--- src/rtl/button_event_gen_if.sv ---
// Button bus for button_event_gen: raw active-low pins in, debounced level and
// one-cycle press/release event pulses out, one bit per button channel.
interface button_event_gen_if #(
  parameter int BTN_NUM = 3
);

  logic [BTN_NUM-1:0] btn_n_i;
  logic [BTN_NUM-1:0] pressed_o;
  logic [BTN_NUM-1:0] press_o;
  logic [BTN_NUM-1:0] release_o;

  // Board / consumer side: drives the pins, consumes the events.
  modport master (
    output btn_n_i,
    input  pressed_o,
    input  press_o,
    input  release_o
  );

  // Conditioner side: samples the pins, produces the events.
  modport slave (
    input  btn_n_i,
    output pressed_o,
    output press_o,
    output release_o
  );

endinterface

--- src/rtl/button_event_gen.sv ---
// button_event_gen: per-channel two-flop synchroniser, counter debouncer and
// press/release event generator for active-low board push-buttons.
// Optional auto-repeat of held buttons is compiled in when the macro
// BTN_AUTOREPEAT_EN is defined; without it each press yields exactly one
// press pulse and no hold/repeat logic exists.
module button_event_gen #(
  parameter int BTN_NUM         = 3,
  parameter int DEBOUNCE_CYCLES = 500000,
  parameter int HOLD_CYCLES     = 50000000,
  parameter int REPEAT_CYCLES   = 10000000
) (
  input logic               clk100_i,
  input logic               rst_i,
  button_event_gen_if.slave btn_bus
);

  // Debounce counter only ever reaches DEBOUNCE_CYCLES-1, so this width holds
  // every value it takes without wrapping.
  localparam int              DB_W    = $clog2(DEBOUNCE_CYCLES) + 1;
  localparam logic [DB_W-1:0] DB_LAST = DB_W'(DEBOUNCE_CYCLES - 1);

  // Reject parameter values the counters cannot represent or that make no sense.
  if (DEBOUNCE_CYCLES < 1 || DEBOUNCE_CYCLES > 16777215) begin : g_bad_debounce
    $error("button_event_gen: DEBOUNCE_CYCLES must be in 1..2^24-1");
  end
  if (HOLD_CYCLES < 1 || REPEAT_CYCLES < 1) begin : g_bad_repeat
    $error("button_event_gen: HOLD_CYCLES and REPEAT_CYCLES must be >= 1");
  end

  logic [BTN_NUM-1:0] sync0;
  logic [BTN_NUM-1:0] sync1;
  logic [BTN_NUM-1:0] pressed_q;
  logic [BTN_NUM-1:0] press_q;
  logic [BTN_NUM-1:0] release_q;
  logic [DB_W-1:0]    db_cnt [BTN_NUM];
  logic [BTN_NUM-1:0] accept;
  logic [BTN_NUM-1:0] repeat_fire;

  // Two-flop synchroniser; pins are inverted so 1 means pressed from here on.
  always_ff @(posedge clk100_i) begin
    if (rst_i) begin
      sync0 <= '0;
      sync1 <= '0;
    end else begin
      sync0 <= ~btn_bus.btn_n_i;
      sync1 <= sync0;
    end
  end

  // A channel accepts its new level once it has disagreed with the debounced
  // level for DEBOUNCE_CYCLES consecutive cycles.
  always_comb begin
    accept = '0;
    for (int k = 0; k < BTN_NUM; k++) begin
      accept[k] = (sync1[k] != pressed_q[k]) && (db_cnt[k] == DB_LAST);
    end
  end

  // Debounce counters and debounced level; any agreeing cycle restarts the count.
  always_ff @(posedge clk100_i) begin
    if (rst_i) begin
      pressed_q <= '0;
      for (int k = 0; k < BTN_NUM; k++) begin
        db_cnt[k] <= '0;
      end
    end else begin
      for (int k = 0; k < BTN_NUM; k++) begin
        if (sync1[k] == pressed_q[k]) begin
          db_cnt[k] <= '0;
        end else if (accept[k]) begin
          db_cnt[k]    <= '0;
          pressed_q[k] <= sync1[k];
        end else begin
          db_cnt[k] <= db_cnt[k] + DB_W'(1);
        end
      end
    end
  end

  // Event pulses are registered alongside the level so they line up with the
  // first cycle the new level is visible.
  always_ff @(posedge clk100_i) begin
    if (rst_i) begin
      press_q   <= '0;
      release_q <= '0;
    end else begin
      press_q   <= (accept & sync1) | repeat_fire;
      release_q <= accept & ~sync1;
    end
  end

`ifdef BTN_AUTOREPEAT_EN

  // One counter per channel serves both the initial hold delay and the repeat
  // period, so it is sized for the larger of the two.
  localparam int               REP_MAX     = (HOLD_CYCLES > REPEAT_CYCLES) ? HOLD_CYCLES
                                                                          : REPEAT_CYCLES;
  localparam int               REP_W       = $clog2(REP_MAX) + 1;
  localparam logic [REP_W-1:0] HOLD_LAST   = REP_W'(HOLD_CYCLES - 1);
  localparam logic [REP_W-1:0] REPEAT_LAST = REP_W'(REPEAT_CYCLES - 1);

  typedef enum logic [1:0] {
    REP_IDLE,
    REP_HOLD,
    REP_REPEAT
  } rep_state_t;

  rep_state_t       rep_state      [BTN_NUM];
  rep_state_t       rep_state_next [BTN_NUM];
  logic [REP_W-1:0] rep_cnt        [BTN_NUM];
  logic [REP_W-1:0] rep_cnt_next   [BTN_NUM];

  // Auto-repeat state and counter registers.
  always_ff @(posedge clk100_i) begin
    if (rst_i) begin
      for (int k = 0; k < BTN_NUM; k++) begin
        rep_state[k] <= REP_IDLE;
        rep_cnt[k]   <= '0;
      end
    end else begin
      for (int k = 0; k < BTN_NUM; k++) begin
        rep_state[k] <= rep_state_next[k];
        rep_cnt[k]   <= rep_cnt_next[k];
      end
    end
  end

  // Auto-repeat sequencing: the counter is 0 in the press-event cycle, a repeat
  // is requested one cycle early so the registered pulse lands on the period,
  // and an accepted release while held returns to idle without firing.
  always_comb begin
    repeat_fire = '0;
    for (int k = 0; k < BTN_NUM; k++) begin
      rep_state_next[k] = rep_state[k];
      rep_cnt_next[k]   = rep_cnt[k];
      case (rep_state[k])
        REP_IDLE: begin
          if (accept[k] && sync1[k]) begin
            rep_state_next[k] = REP_HOLD;
            rep_cnt_next[k]   = '0;
          end
        end
        REP_HOLD: begin
          if (accept[k]) begin
            rep_state_next[k] = REP_IDLE;
            rep_cnt_next[k]   = '0;
          end else if (rep_cnt[k] == HOLD_LAST) begin
            repeat_fire[k]    = 1'b1;
            rep_state_next[k] = REP_REPEAT;
            rep_cnt_next[k]   = '0;
          end else begin
            rep_cnt_next[k] = rep_cnt[k] + REP_W'(1);
          end
        end
        REP_REPEAT: begin
          if (accept[k]) begin
            rep_state_next[k] = REP_IDLE;
            rep_cnt_next[k]   = '0;
          end else if (rep_cnt[k] == REPEAT_LAST) begin
            repeat_fire[k]  = 1'b1;
            rep_cnt_next[k] = '0;
          end else begin
            rep_cnt_next[k] = rep_cnt[k] + REP_W'(1);
          end
        end
        default: begin
          rep_state_next[k] = REP_IDLE;
          rep_cnt_next[k]   = '0;
        end
      endcase
    end
  end

`else

  // Without auto-repeat the only press source is the debouncer itself.
  assign repeat_fire = '0;

`endif

  assign btn_bus.pressed_o = pressed_q;
  assign btn_bus.press_o   = press_q;
  assign btn_bus.release_o = release_q;

endmodule
--- src/flat_wrapper.sv ---
// flat-port wrapper written by rule: the top's interface ports become plain ports
module button_event_gen_flat 
#(
  parameter int BTN_NUM         = 3,
  parameter int DEBOUNCE_CYCLES = 500000,
  parameter int HOLD_CYCLES     = 50000000,
  parameter int REPEAT_CYCLES   = 10000000
)
  (clk100_i, rst_i, btn_bus_btn_n_i, btn_bus_pressed_o, btn_bus_press_o, btn_bus_release_o);
  button_event_gen_if #(.BTN_NUM(BTN_NUM)) btn_bus_i ();
  input logic clk100_i;
  input logic rst_i;
  input wire logic [$bits(btn_bus_i.btn_n_i)-1:0] btn_bus_btn_n_i;
  output wire logic [$bits(btn_bus_i.pressed_o)-1:0] btn_bus_pressed_o;
  output wire logic [$bits(btn_bus_i.press_o)-1:0] btn_bus_press_o;
  output wire logic [$bits(btn_bus_i.release_o)-1:0] btn_bus_release_o;
  assign btn_bus_i.btn_n_i = btn_bus_btn_n_i;
  assign btn_bus_pressed_o = btn_bus_i.pressed_o;
  assign btn_bus_press_o = btn_bus_i.press_o;
  assign btn_bus_release_o = btn_bus_i.release_o;
  button_event_gen #(.BTN_NUM(BTN_NUM), .DEBOUNCE_CYCLES(DEBOUNCE_CYCLES), .HOLD_CYCLES(HOLD_CYCLES), .REPEAT_CYCLES(REPEAT_CYCLES)) u_core (.clk100_i(clk100_i), .rst_i(rst_i), .btn_bus(btn_bus_i));
endmodule
--- config.mk ---
export PLATFORM = sky130hd
export DESIGN_NAME = button_event_gen_flat
export DESIGN_NICKNAME = d
export VERILOG_FILES = /design/src/rtl/button_event_gen_if.sv /design/src/rtl/button_event_gen.sv /design/src/flat_wrapper.sv
export SDC_FILE = /design/constraint.sdc
export NUM_CORES = 1
export LEC_CHECK = 0
export CAP_MARGIN = 20
export CORE_MARGIN = 4
export CORE_UTILIZATION = 40
export DETAILED_ROUTE_END_ITERATION = 12
export HOLD_SLACK_MARGIN = 0.02
export SYNTH_ARGS = -nofsm -noshare
export SYNTH_HDL_FRONTEND = slang
export SYNTH_SLANG_ARGS = --single-unit
--- constraint.sdc ---
create_clock -name clk100_i -period 3.8 [get_ports clk100_i]
set_input_delay 0.76 -clock clk100_i [delete_from_list [all_inputs] [get_ports clk100_i]]
set_output_delay 0.76 -clock clk100_i [all_outputs]
set_load 0.05 [all_outputs]
* Yosys cells after proc, flatten, opt, wreduce, memory -nomap -nowiden *
Memories as Yosys holds them, arrays and structs flattened.
Index checks and enable logic that the tools add are counted.

storage, ports and cells
  ROM bits = 0
  bits in registers = 15
  output and inout bits = 9
  bits of input ports = 5
  memory bits (writable) = 60
  latch bits = 0
  logic and storage cells = 86
  memories = 1

operators by class
  $add $sub $neg = 3
  shift operators = 0
  $lt $le $gt $ge = 0
  div/mod/pow operators = 0
  eq/ne operators = 9
  multiplexer cells = 44
  multiply operators = 0
  bitwise logic cells = 16
  reduce and logical (&&, ||, !) cells = 6

memory list
  name           words  width  rd ports  clocked after memory_dff  wr ports  RTL line                text
  u_core.db_cnt  3      20     3         0                         3         button_event_gen.sv:35  logic [DB_W-1:0] db_cnt [BTN_NUM];

operators with widths
  operator               count
  $mux 20                9
  $add 20x1->20 const B  3
  $eq 20x19->1 const B   3
  $mux 1                 35
  $or 1x1->1             9
  $and 3x3->3            2
  $not 3->3              2
  $reduce_and 2->1       3
  $eq 1x1->1             3
  $logic_and 1x1->1      3
  $ne 1x1->1             3
  $not 1->1              3

* Longest topological paths before layout *
Gate-level depths: netlist (run 1).
An unclocked memory read counts as a cell.

  depth in word-level cells = 9
  depth in mapped cells = 7
  mapped depth without buffers = 5

* Least setup slack after synthesis (run 1) *
OpenSTA, ideal clock, no wires.

  path type = reg-to-reg
  from = memory u_core.db_cnt[1][0] (netlist name)
  to = memory u_core.db_cnt[1][10] (netlist name) (data pin)
  arrival = 1.836 ns
  required time = 3.534 ns
  stages on the path, launching flop included = 8
  clock period less this slack = 2.102 ns
  setup time = 0.266 ns
  buffers on the path = 2
  slack = 1.698 ns
  cells stage by stage = edfxtp_1 -> ha_1 -> and4_1 -> clkbuf_1 -> nand3_1 -> o21ai_1 -> clkbuf_1 -> nor2_1

RTL lines
  element          RTL line
  start, declared  button_event_gen.sv:35

* Worst setup path after layout (run 1) *
  from = register u_core.pressed_q[2], in the netlist u_core.btn_bus.pressed_o[2]
  to = output btn_bus_pressed_o[2]

RTL lines
  element                          RTL line                text
  start, declared                  button_event_gen.sv:32  logic [BTN_NUM-1:0] pressed_q;
  start signal, assigned by index  button_event_gen.sv:72  pressed_q[k] <= sync1[k];
  end, declared                    flat_wrapper.sv:14      output wire logic [$bits(btn_bus_i.pressed_o)-1:0] btn_bus_pressed_o;

No word-level cell between the ends.

==> impl_metrics.env, run 1 <==
export IMPL_status="completed"
export IMPL_htreeDepth=3
export IMPL_holdWs_ns=0.436
export IMPL_cp_end_kind="output pin"
export IMPL_drc=0
export IMPL_synth_most_common_cell="edfxtp_1"
export IMPL_core_um2=9200
export IMPL_cts_path_max_buffers=2
export IMPL_crit_chain="clkdlybuf4s50_1"
export IMPL_maxSlewHeadroom_pct=51.1
export IMPL_antenna_found_initial=0
export IMPL_num_vias=2790
export IMPL_filler_cell_count=902
export IMPL_critPathRequiredTime_ns=3.04
export IMPL_ys_seq_area_share_pct=55.7
export IMPL_place_congestion=0.772
export IMPL_overflow=0
export IMPL_wl_per_cell_um=12.4
export IMPL_hold_viol=0
export IMPL_hp_class="reg2reg"
export IMPL_drt_wl_total_um=6830
export IMPL_path_class="reg2out"
export IMPL_rr_startpoint="u_core.db_cnt[0][5]$_SDFFCE_PN0P_"
export IMPL_cts_tree="built"
export IMPL_track_usage_pct=13.2
export IMPL_root_buffer="clkbuf_8"
export IMPL_place_area_um2=4250
export IMPL_synth_commonest_cells="60 x edfxtp_1, 44 x nor2_1, 24 x a21oi_1"
export IMPL_start_util_pct=41.0
export IMPL_first_pass_iters=4
export IMPL_path_depth=1
export IMPL_yosysTopAreaCell="edfxtp_1"
export IMPL_totalNegativeSetupSlack_ns=0
export IMPL_ir_worst_vdd_mv=0.195
export IMPL_rows=35
export IMPL_syn_avg_cell_area_um2=10.5
export IMPL_area_delta_synth_final_pct=18.3
export IMPL_dieArea_um2=11100
export IMPL_cp_start_kind="flop"
export IMPL_grt_max_degree=20
export IMPL_ys_ff_latch=75
export IMPL_cp_arrival_ns=1.56
export IMPL_slew_violations=0
export IMPL_r2r_setup_slack_ns=1.54
export IMPL_synthArstFlopShare_pct=0
export IMPL_worst_slack_ns=1.48
export IMPL_leakage_nw=1.49
export IMPL_drtIter0Drc=120
export IMPL_crit_path_top_delay_cell="clkdlybuf4s50_1"
export IMPL_clk_latency_ns=0.34
export IMPL_hold_path_depth=1
export IMPL_power_density_nw_per_um2=378
export IMPL_min_period_over_period_pct=61.1
export IMPL_reg2reg_depth=4
export IMPL_ys_warnings_count=0
export IMPL_vias_per_cell=5.07
export IMPL_grt_pass1_wl_um=11900
export IMPL_cp_top_family="buffers and inverters"
export IMPL_drv_cap=0
export IMPL_fmax_mhz=431
export IMPL_instances_no_fill=550
export IMPL_fp_dieW_um=105
export IMPL_crit_fanout=3
export IMPL_dp_slack_ns=1.21
export IMPL_period_needed_ns=2.32
export IMPL_critical_path_max_stage_delay_ns=0.83
export IMPL_r2r_end="u_core.db_cnt[0][7]$_SDFFCE_PN0P_"
export IMPL_min_from="u_core.sync0[2]$_SDFF_PP0_"
export IMPL_hold_end="u_core.sync1[2]$_SDFF_PP0_"
export IMPL_setup_viol_count_final=0
export IMPL_cts_resized=0
export IMPL_finalPower_mw=1.69
export IMPL_holdBufCountCts=0
export IMPL_skew_ns=0.00956
export IMPL_clkSinkCount=75
export IMPL_crit_buf_inv=1
export IMPL_postCtsSetupBuffers=0
export IMPL_die_h_um=105
export IMPL_synth_area_top_cells="edfxtp_1 48%, dfxtp_1 8.0%, xor2_1 4.6%, nor2_1 4.4%, xnor2_1 3.5%"
export IMPL_n_antenna_cell=0
export IMPL_cts_buffers_inserted=9
export IMPL_clk_pin_slew_ns=0.08
export IMPL_final_net_count=442
export IMPL_synth_edf_count=60
export IMPL_ios=14
export IMPL_ys_types=34
export IMPL_place_inst=534
export IMPL_io_buffers=13
export IMPL_drive_gt1_share_pct=4.56
export IMPL_ys_flop_type="edfxtp_1"
export IMPL_rsz0062_at_grt="false"
export IMPL_fin_util_pct=48.6
export IMPL_stdcell_area_um2=4470
export IMPL_first_global_vias=2648
export IMPL_dpl_hpwl_um=4970
export IMPL_antenna_left=0
export IMPL_synthesis_area_um2=3770
export IMPL_tightest_slew_ns=0.734
export IMPL_syn_inst=358
export IMPL_synth_top_cell_area_share_pct=47.7
==> report_power, final <==
group	leakage [nW]	switching, mW	internal, mW
clock	0.107	0.290	0.385
combinational	0.643	0.0363	0.0268
sequential	0.741	0.0340	0.916
total	1.49	0.360	1.33
==> how the worst max path moves through the flow <==
stage | from | endpoint | slack, ns
2_1_floorplan | u_core.db_cnt[1][0]$_SDFFCE_PN0P_ | u_core.db_cnt[1][10]$_SDFFCE_PN0P_ | 1.70
3_3_place_gp | rst_i | u_core.db_cnt[2][9]$_SDFFCE_PN0P_ | 1.23
3_5_place_dp | rst_i | u_core.db_cnt[2][16]$_SDFFCE_PN0P_ | 1.21
4_1_cts | u_core.btn_bus.pressed_o[2]$_SDFFE_PP0P_ | btn_bus_pressed_o[2] | 1.46
5_1_grt | u_core.db_cnt[2][10]$_SDFFCE_PN0P_ | u_core.db_cnt[2][16]$_SDFFCE_PN0P_ | 1.37
6_report | u_core.btn_bus.pressed_o[2]$_SDFFE_PP0P_ | btn_bus_pressed_o[2] | 1.48
==> routing by layer <==
| layer | track usage [%] | part of all wire [%] |
|---|---|---|
| met1 | 18.0 | 51 |
| met5 | 0 | 0 |
| met2 | 20.4 | 45 |
| met4 | 5.25 | 1.4 |
| met3 | 2.78 | 2.9 |
==> placed cells by master, fill, tap and decap left out, types with 13 or more instances in the layout <==
cell,count
nand2_1,18
dfxtp_1,15
nand4_1,19
a21oi_1,24
clkdlybuf4s50_1,13
nor2_1,44
edfxtp_1,60
xnor2_1,15
nand3_1,18
xor2_1,20
conb_1,60
o21ai_0,13
or3_1,14
==> flip-flops by register name (all words and copies together) (netlist names) <==
name,cells
u_core.db_cnt,60
u_core.btn_bus.press_o,3
u_core.btn_bus.pressed_o,3
u_core.btn_bus.release_o,3
u_core.sync0,3
u_core.sync1,3
==> layout make-up <==
type                       instances  area (um^2)  area share, %
multi-input combinational        322         1820           40.7
tap                              111          139           3.11
timing repair buffer              16          153           3.42
clock buffer                      11          141           3.17
clock inverter                     5         76.3           1.71
inverter                          10         37.5          0.840
sequential                        75         2100           47.1
==> kinds of logic (layout without fill, tap and decap cells) <==
| family | count (synthesis) | after routing | synth area share (%) |
|---|---|---|---|
| flops | 75 | 75 | 55.7 |
| other cells | 1 | 60 | 0.0993 |
| fa+ha+maj | 3 | 3 | 0.994 |
| simple gates | 173 | 173 | 25.4 |
| compound gates | 51 | 51 | 7.72 |
| buf+inv | 20 | 42 | 2.02 |
| xor+xnor | 35 | 35 | 8.12 |
Power figures use the tool's default switching activity.
==> inputs of run 2 (changes only) <==
==> constraint.sdc (replaced) <==
create_clock -name clk100_i -period 2.2 [get_ports clk100_i]
set_input_delay 0.44 -clock clk100_i [delete_from_list [all_inputs] [get_ports clk100_i]]
set_output_delay 0.44 -clock clk100_i [all_outputs]
set_load 0.05 [all_outputs]
==> run 2 against run 1 <==
Against the previous run: global-route usage increased by 0.27 points; worst setup slack got worse by 1.3 ns; cell count increased by 2.0%; combinational power increased by 98%; sequential cell count unchanged; core utilization increased by 0.49 points; die area unchanged; largest power group unchanged.
==> impl_metrics.env, run 2 (synthesized netlist as in run 1, its figures left out) <==
export IMPL_status="completed"
export IMPL_dpl_hpwl_um=5090
export IMPL_routed_wl_met2_um=3030
export IMPL_fin_util_pct=49.1
export IMPL_tightest_slew_ns=0.506
export IMPL_slew_violations=0
export IMPL_clkSinkCount=75
export IMPL_maxSlewHeadroom_pct=66.2
export IMPL_place_congestion=0.783
export IMPL_root_buffer="clkbuf_8"
export IMPL_critPathRequiredTime_ns=2.39
export IMPL_drc=0
export IMPL_n_antenna_cell=0
export IMPL_totalNegativeSetupSlack_ns=0
export IMPL_fmax_mhz=488
export IMPL_fp_dieW_um=105
export IMPL_drive_gt1_share_pct=6.89
export IMPL_met1Wirelength_um=3540
export IMPL_core_um2=9200
export IMPL_overflow=0
export IMPL_stdcell_area_um2=4510
export IMPL_drt_wl_total_um=6940
export IMPL_first_global_vias=2653
export IMPL_leakage_nw=1.53
export IMPL_skew_ns=0.0104
export IMPL_wl_met3_um=224
export IMPL_route_top_layer_used="met4"
export IMPL_first_pass_iters=4
export IMPL_drv_cap=0
export IMPL_path_class="reg2reg"
export IMPL_largest_register_ffs=60
export IMPL_antenna_found_initial=0
export IMPL_num_vias=2842
export IMPL_htreeDepth=3
export IMPL_power_density_nw_per_um2=606
export IMPL_wl_per_cell_um=12.4
export IMPL_filler_cell_count=880
export IMPL_grt_max_degree=19
export IMPL_clk_latency_ns=0.34
export IMPL_grt_pass1_wl_um=12100
export IMPL_hp_class="reg2reg"
export IMPL_period_needed_ns=2.05
export IMPL_largest_register="u_core.db_cnt"
export IMPL_min_period_over_period_pct=93.1
export IMPL_setup_viol_count_final=0
export IMPL_ios=14
export IMPL_r2r_setup_slack_ns=0.15
export IMPL_die_h_um=105
export IMPL_io_buffers=13
export IMPL_cts_path_max_buffers=2
export IMPL_holdBufCountCts=0
export IMPL_cp_end_kind="flop"
export IMPL_start_util_pct=41.0
export IMPL_rows=35
export IMPL_clk_pin_slew_ns=0.08
export IMPL_crit_fanout=10
export IMPL_cts_tree="built"
export IMPL_finalPower_mw=2.73
export IMPL_cp_start_kind="flop"
export IMPL_ir_worst_vdd_mv=0.292
export IMPL_holdWs_ns=0.440
export IMPL_area_delta_synth_final_pct=19.5
export IMPL_final_net_count=453
export IMPL_cp_arrival_ns=2.24
export IMPL_place_area_um2=4330
export IMPL_postCtsSetupBuffers=0
export IMPL_dieArea_um2=11100
export IMPL_rsz0062_at_grt="false"
export IMPL_drtIter0Drc=73
export IMPL_antenna_left=0
export IMPL_hold_viol=0
export IMPL_cts_buffers_inserted=9
export IMPL_track_usage_pct=13.5
export IMPL_vias_per_cell=5.07
export IMPL_mostFrequentLayoutCells="60 x edfxtp_1, 60 x conb_1, 44 x nor2_1, 24 x a21oi_1, 20 x xor2_1"
export IMPL_cts_resized=0
[run 2: changes by cell type in the layout (fill, tap and decap cells not counted), sizes merged]
| cell | delta |
|---|---|
| buf | +11 |
| clkinvlp | -1 |
| clkbuf | +1 |
| clkinv | +2 |
| bufinv | -2 |
[run 2: power by group]
group	total (mW)	switching (mW)	leakage, nW	internal, mW
combinational	0.125	0.0710	0.696	0.0543
sequential	1.63	0.0530	0.741	1.58
clock	0.972	0.496	0.0952	0.476
[run 2: per-layer routing]
metal  track usage, %  vias up
li1                 -     1454
met1             18.5     1330
met2             20.6       45
met3             3.09       13
met4             5.15        0
met5                0        -
[run 2: cell type report]
cell class / count / area (um^2) / share of cell area (%)
Timing Repair Buffer: 27 / 235 / 5.21
Tap cell: 111 / 139 / 3.08
Inverter: 10 / 37.5 / 0.832
Sequential cell: 75 / 2100 / 46.6
Multi-Input combinational cell: 322 / 1820 / 40.3
Clock buffer: 12 / 156 / 3.47
Clock inverter: 4 / 23.8 / 0.527
[run 2: path summary, 6_finish.rpt]
path	end	cells past startpoint	from
hold reg to reg	u_core.sync1[0]$_SDFF_PP0_	1	u_core.sync0[0]$_SDFF_PP0_
setup reg to reg	u_core.db_cnt[2][18]$_SDFFCE_PN0P_	4	u_core.db_cnt[2][5]$_SDFFCE_PN0P_
hold / removal	u_core.sync1[0]$_SDFF_PP0_	1	u_core.sync0[0]$_SDFF_PP0_
setup / recovery	u_core.db_cnt[2][18]$_SDFFCE_PN0P_	4	u_core.db_cnt[2][5]$_SDFFCE_PN0P_
[run 2: stage by stage]
step | cells | setup WS, ns
floorplan | 417 | 0.0977
global placement | 545 | 0.201
detailed placement | 545 | 0.161
CTS | 561 | 0.156
global route | 561 | 0.0177
finish | 561 | 0.153
[run 2: critical path: stages, from the launching register on]
cell and delay [ns]:
edfxtp_1 0.49, nand4_4 0.10, or4_1 0.66, or4_1 0.51
a21oi_1 0.15
